$ cat config.mk
export PLATFORM = sky130hd
export DESIGN_NAME = reaction_session_ctrl
export DESIGN_NICKNAME = d
export VERILOG_FILES = /design/src/rtl/reaction_session_ctrl.sv
export SDC_FILE = /design/constraint.sdc
export NUM_CORES = 1
export LEC_CHECK = 0
export CAP_MARGIN = 10
export CORE_ASPECT_RATIO = 0.6
export CORE_MARGIN = 4
export CORE_UTILIZATION = 60
export DETAILED_ROUTE_END_ITERATION = 16
export HOLD_SLACK_MARGIN = 0.05
export PLACE_DENSITY = 0.85
export SETUP_SLACK_MARGIN = 0.02
export SYNTH_ARGS = -nofsm -noshare
export SYNTH_HDL_FRONTEND = slang
export SYNTH_SLANG_ARGS = --single-unit
$ cat constraint.sdc
create_clock -name clk -period 9 [get_ports clk]
set_input_delay 0.9 -clock clk [delete_from_list [all_inputs] [get_ports clk]]
set_output_delay 0.9 -clock clk [all_outputs]
set_load 0.01 [all_outputs]
$ cat src/rtl/reaction_session_ctrl.sv
// Session sequencer for the reaction timer: arm delay, stimulus, capture,
// false-start/timeout handling and best/average accumulation.
module reaction_session_ctrl #(
  parameter int TICKS_PER_MS = 100000,
  parameter int ROUNDS       = 4,
  parameter int MIN_DELAY_MS = 1000,
  parameter int RAND_BITS    = 10,
  parameter int TIMEOUT_MS   = 9999,
  parameter int HOLD_MS      = 2000
) (
  input  logic        clk,
  input  logic        reset,
  input  logic        start,
  input  logic        btn_press,
  output logic        waiting,
  output logic        led_on,
  output logic        digits_on,
  output logic [2:0]  round_idx,
  output logic [15:0] disp_ms,
  output logic [15:0] best_ms,
  output logic        false_start,
  output logic        timeout,
  output logic        done
);

  localparam int PW = (TICKS_PER_MS > 1) ? $clog2(TICKS_PER_MS) : 1;
  localparam int RSH = $clog2(ROUNDS);
  localparam logic [15:0] RMASK = 16'((32'd1 << RAND_BITS) - 1);
  localparam logic [PW-1:0] PRE_TC = PW'(TICKS_PER_MS - 1);
  localparam logic [15:0] TMO = 16'(TIMEOUT_MS);
  localparam logic [15:0] HOLD = 16'(HOLD_MS);
  localparam logic [15:0] MIND = 16'(MIN_DELAY_MS);
  localparam logic [2:0] LAST_RND = 3'(ROUNDS - 1);

  typedef enum logic [2:0] {
    S_IDLE,
    S_ARM,
    S_STIM,
    S_RESULT,
    S_FALSE,
    S_SUMMARY
  } state_e;

  state_e      state_q, state_d;
  logic [PW-1:0] presc_q, presc_d;
  logic [15:0] ms_q, ms_d;
  logic [15:0] delay_q, delay_d;
  logic [15:0] lfsr_q, lfsr_d;
  logic [18:0] sum_q, sum_d;
  logic [15:0] best_q, best_d;
  logic [15:0] disp_q, disp_d;
  logic [2:0]  round_q, round_d;
  logic        tout_q, tout_d;

  logic        tick;
  logic [15:0] ms_nxt;
  logic [15:0] rec;

  always_comb begin
    state_d = state_q;
    delay_d = delay_q;
    lfsr_d  = lfsr_q;
    sum_d   = sum_q;
    best_d  = best_q;
    disp_d  = disp_q;
    round_d = round_q;
    tout_d  = tout_q;
    tick    = (presc_q == PRE_TC);
    presc_d = tick ? '0 : presc_q + 1'b1;
    ms_nxt  = ms_q + {15'd0, tick};
    ms_d    = ms_nxt;
    rec     = btn_press ? ms_nxt : TMO;

    unique case (state_q)
      S_IDLE, S_SUMMARY: begin
        if (start) begin
          state_d = S_ARM;
          round_d = '0;
          sum_d   = '0;
          best_d  = 16'hFFFF;
          tout_d  = 1'b0;
        end
      end
      S_ARM: begin
        if (btn_press) begin
          state_d = S_FALSE;
          disp_d  = '0;
        end else if (tick && ms_nxt >= delay_q) begin
          state_d = S_STIM;
        end
      end
      S_STIM: begin
        if (btn_press || (tick && ms_nxt >= TMO)) begin
          state_d = S_RESULT;
          tout_d  = !btn_press;
          disp_d  = rec;
          sum_d   = sum_q + {3'd0, rec};
          best_d  = (rec < best_q) ? rec : best_q;
        end
      end
      S_RESULT: begin
        if (tick && ms_nxt >= HOLD) begin
          if (round_q == LAST_RND) begin
            state_d = S_SUMMARY;
            disp_d  = 16'(sum_q >> RSH);
          end else begin
            state_d = S_ARM;
            round_d = round_q + 3'd1;
            tout_d  = 1'b0;
          end
        end
      end
      S_FALSE: begin
        if (tick && ms_nxt >= HOLD) state_d = S_ARM;
      end
      default: state_d = S_IDLE;
    endcase

    // every state's timing starts from zero on entry
    if (state_d != state_q) begin
      presc_d = '0;
      ms_d    = '0;
    end

    if (state_d == S_ARM && state_q != S_ARM) begin
      delay_d = MIND + (lfsr_q & RMASK);
      lfsr_d  = (lfsr_q >> 1) ^ (lfsr_q[0] ? 16'hB400 : 16'h0000);
    end
  end

  always_ff @(posedge clk) begin
    if (reset) begin
      state_q <= S_IDLE;
      presc_q <= '0;
      ms_q    <= '0;
      delay_q <= '0;
      lfsr_q  <= 16'hACE1;
      sum_q   <= '0;
      best_q  <= 16'hFFFF;
      disp_q  <= '0;
      round_q <= '0;
      tout_q  <= 1'b0;
    end else begin
      state_q <= state_d;
      presc_q <= presc_d;
      ms_q    <= ms_d;
      delay_q <= delay_d;
      lfsr_q  <= lfsr_d;
      sum_q   <= sum_d;
      best_q  <= best_d;
      disp_q  <= disp_d;
      round_q <= round_d;
      tout_q  <= tout_d;
    end
  end

  assign waiting     = (state_q == S_IDLE);
  assign led_on      = (state_q == S_STIM);
  assign false_start = (state_q == S_FALSE);
  assign done        = (state_q == S_SUMMARY);
  assign digits_on   = (state_q == S_RESULT) || (state_q == S_FALSE) ||
                       (state_q == S_SUMMARY);
  assign round_idx   = round_q;
  assign disp_ms     = disp_q;
  assign best_ms     = best_q;
  assign timeout     = tout_q;

endmodule

==> impl_metrics.csv <==
group,metric,value,unit
status,status,"finished, final reports clean",
logic_synthesis,synthFlopType,"dfxtp_1",
drt,firstDrtPassIters,6,
floorplan,die-width,147,um
sta,slew_viol_final,0,
worst_setup_path,cpPeakStageDelay,0.87,ns
clock_network,cts_sinks,116,
worst_setup_path,path_depth,20,
clock_network,cts_setup_buffers,0,
sta,tightest_slew,0.926,ns
layout,fin_util,71.5,%
logic_synthesis,muxShareOfSynthArea,4.49,%
layout,ff_latch_area,0.00232,mm2
sta,rsz0062_at_grt,"false",
floorplan,boundaryPins,45,
floorplan,fp.dieH,91.3,um
worst_setup_path,crit_start,"presc_q[0]",
logic_synthesis,synth-edff-count,0,
placement,dp_hpwl,12.9,mm
worst_hold_path,worstHoldStart,"disp_ms[10]",
sta,layout_setup_ws,2.90,ns
floorplan,start_util,61.4,%
drt,dr.first_iter.drc_count,969,
logic_synthesis,synth-xor-area-share,6.70,%
worst_setup_path,start_kind,"flip-flop",
flow_run,maxCapViolCount,0,
logic_synthesis,synth_fa_ha_area_share,8.95,%
pwr,ir_worst_vdd,0.000146,V
layout,layout.nets,924,
logic_synthesis,synthCells,845,
logic_synthesis,syn_area_per_cell,8.20,um2
layout,drive_gt1_share,8.82,%
sta,max-slew-margin-rel,38.2,%
grt,grt_max_degree,41,
pwr,leakage,3.33,nW
worst_setup_path,timing.critical_path.mode_cell,"ha_1",
sta,fmax,0.164,GHz
layout,area_growth,16.6,%
clock_network,h-tree-depth,4,
worst_setup_path,reg2reg_from,"presc_q[0]",
logic_synthesis,synth_top_family_by_area,"simple AND/OR/NAND/NOR gates",
layout,num_antenna_cells,0,
floorplan,fp-row-count,30,
grt,grt_pass1_wl,31.4,mm
logic_synthesis,ys_async_sr_fraction,0,%
worst_setup_path,crit_family,"simple AND/OR/NAND/NOR gates",
clock_network,cts_root_buf,"clkbuf_16",
logic_synthesis,synth_simple_gate_area_share,23.4,%
worst_hold_path,min_path_type,"flip-flop to flip-flop",
floorplan,core-area,0.0113,mm2
grt,track_usage,29.1,%
drt,wl_per_cell,18.4,um
worst_setup_path,crit_chain,"ha_1 -> and4_1 -> nand2_1 -> or2_2 -> clkinv_1 -> ha_1 -> ha_1 -> nand3_2 -> nor2_1 -> nand3_1 -> xnor2_1 -> ha_1 -> nand3_1 -> a21oi_1 -> o21ai_0 -> a31oi_4 -> o31ai_1 -> a2111oi_4 -> nor2_1 -> a31o_2",
sta,timing.final.crit_share,67.8,%
placement,io_buffers,44,
drt,antenna_left,0,
clock_network,numCtsBuffers,17,
worst_setup_path,path_class,"flip-flop to flip-flop",
placement,dp_cells,1012,
worst_hold_path,min_to,"disp_ms[10]",
pwr,p_per_area,193,mW/mm2
worst_setup_path,arrival,6.41,ns
worst_setup_path,required,9.31,ns
logic_synthesis,ys_seq_area_share,33.5,%
logic_synthesis,yosys-top-cells-area,"dfxtp_1, ha_1, nand2_1",
logic_synthesis,ys_seq_elements,116,
sta,min_period,6.10,ns
grt,grt-ovfl-total,0,
clock_network,postCtsHoldBufs,0,
worst_setup_path,r2r-end,"lfsr_q[4]",
grt,grt_pass1_vias,5844,
logic_synthesis,synthesis.area,0.00693,mm2
sta,finalSetupViolations,0,
drt,avgViaCountPerCell,6.17,
clock_network,cts.path.max_buffers,2,
worst_setup_path,ff2ff_setup_slack,2.90,ns
worst_setup_path,slowest_stage,"a2111oi_4",
placement,gp_congestion,0.946,
layout,fin_cells,1044,
drt,drt_wl_total,19.2,mm
logic_synthesis,yosysTopAreaCell,"dfxtp_1",
logic_synthesis,synth_cell_types,68,
layout,fillers,860,
grt,antenna_found_initial,0,
sta,skew,0.00831,ns
drt,vias,6443,
worst_setup_path,critPathCaptureType,"flip-flop",
worst_setup_path,cp.buffers_inverters,1,
worst_hold_path,whs_path_depth,2,
worst_setup_path,cp_max_fo,16,
worst_setup_path,reg2regPathDepth,20,
sta,final_hold_viol_count,0,
logic_synthesis,synth-compound-area-share,17.6,%
clock_network,path_clk_slew,0.06,ns
clock_network,cts_resized,0,
logic_synthesis,synth_top_area_share,33.5,%
sta,tns,0,ns
drt,drcViolationCount,0,
clock_network,cts_tree,"done",
logic_synthesis,synth_warnings,0,
floorplan,die_area,0.0134,mm2
clock_network,clk-insertion-delay-late,0.42,ns
logic_synthesis,syn-num-nets,898,
pwr,report.power.total,1.56,mW
placement,pre_cts_ws,3.13,ns
layout,multiInputGateArea,0.00425,mm2
[through the flow]
stage	area [um2]	hold slack, ns
floorplan	6930	0.440
global placement	7470	0.447
detailed placement	7470	0.456
CTS	8080	0.462
global route	8080	0.480
finish	8080	0.457
[metal layers]
metal  vias to the layer above  track usage (%)  part of all wire (%)
li1                       3067                -                     -
met1                      2996             44.9                    48
met2                       351             39.5                    41
met3                        29             6.88                    10
met4                         0             8.14                   1.2
met5                         -                0                     0
[power by group]
part           internal (mW)  switching (mW)  total, mW
clock network          0.462           0.251      0.713
logic                 0.0981           0.171      0.269
registers              0.547          0.0294      0.576
total                   1.11           0.451       1.56
[how the worst max path moves through the flow]
stage and end:
3_3_place_gp lfsr_q[4], 6_report lfsr_q[4], 4_1_cts lfsr_q[4], 5_1_grt lfsr_q[1], 2_1_floorplan delay_q[8], 3_5_place_dp lfsr_q[9]
[registers in the layout, indices dropped and copies added (netlist names)]
name,cells
sum_q,18
best_ms,16
delay_q,10
state_q,3
presc_q,17
ms_q,16
lfsr_q,16
timeout,1
round_idx,3
disp_ms,16
[worst min-delay path: stages, from the launching register on]
cell and delay, ns:
dfxtp_1 0.30, nand2_1 0.05, o21ai_0 0.06
[synth_stat cells (all sizes together) (11+ instances only)]
cell,instances
mux2i,21
nand2,92
a21o,11
nor3,32
inv,44
clkbuf,32
a21oi,56
xnor2,33
o21ai,47
nand3,43
dfxtp,116
xor2,20
a211oi,11
ha,48
nand2b,11
nor2,61
nor4,13
buf,16
[placed cells by master (no fill, tap or decap), types with 4 or more instances in the layout]
cell type        instances
or2_2                    4
nor4_1                   7
nor4_2                   6
a211oi_1                11
nor3_1                  32
nor3b_1                  6
a21o_1                  11
o2111ai_1                9
a21oi_1                 55
nor2_1                  60
nor2b_1                  7
o211ai_1                 6
o21ai_0                 45
nand3_1                 42
bufinv_16                4
clkbuf_16               17
dfxtp_1                116
and2_1                   7
xnor2_1                 32
nand4_1                  6
mux2i_1                 21
nand2b_1                11
o31ai_1                  5
nand3b_1                 8
and3_1                   8
o21a_1                   6
clkinvlp_4               4
clkdlybuf4s50_1         44
inv_1                   44
ha_1                    48
mux2_2                   9
and4_1                   6
a31o_2                   7
xor2_1                  20
buf_4                   11
nand2_1                 92
[kinds of logic (layout without fill, tap and decap cells)]
| group | Yosys count | in the layout |
|---|---|---|
| xor+xnor | 53 | 53 |
| fa+ha+maj | 49 | 49 |
| buf+inv | 94 | 133 |
| compound gates | 186 | 186 |
| flops | 116 | 116 |
| simple gates | 317 | 317 |
| mux | 30 | 30 |
[cell type report]
cell class,instances,share of cell area (%)
Sequential cell,116,28.7
Tap cell,160,2.48
Timing Repair Buffer,55,6.47
Clock buffer,19,5.36
Inverter,46,2.14
Multi-Input combinational cell,635,52.6
Clock inverter,13,2.26
Note: power is estimated with default switching activity, not from simulation.
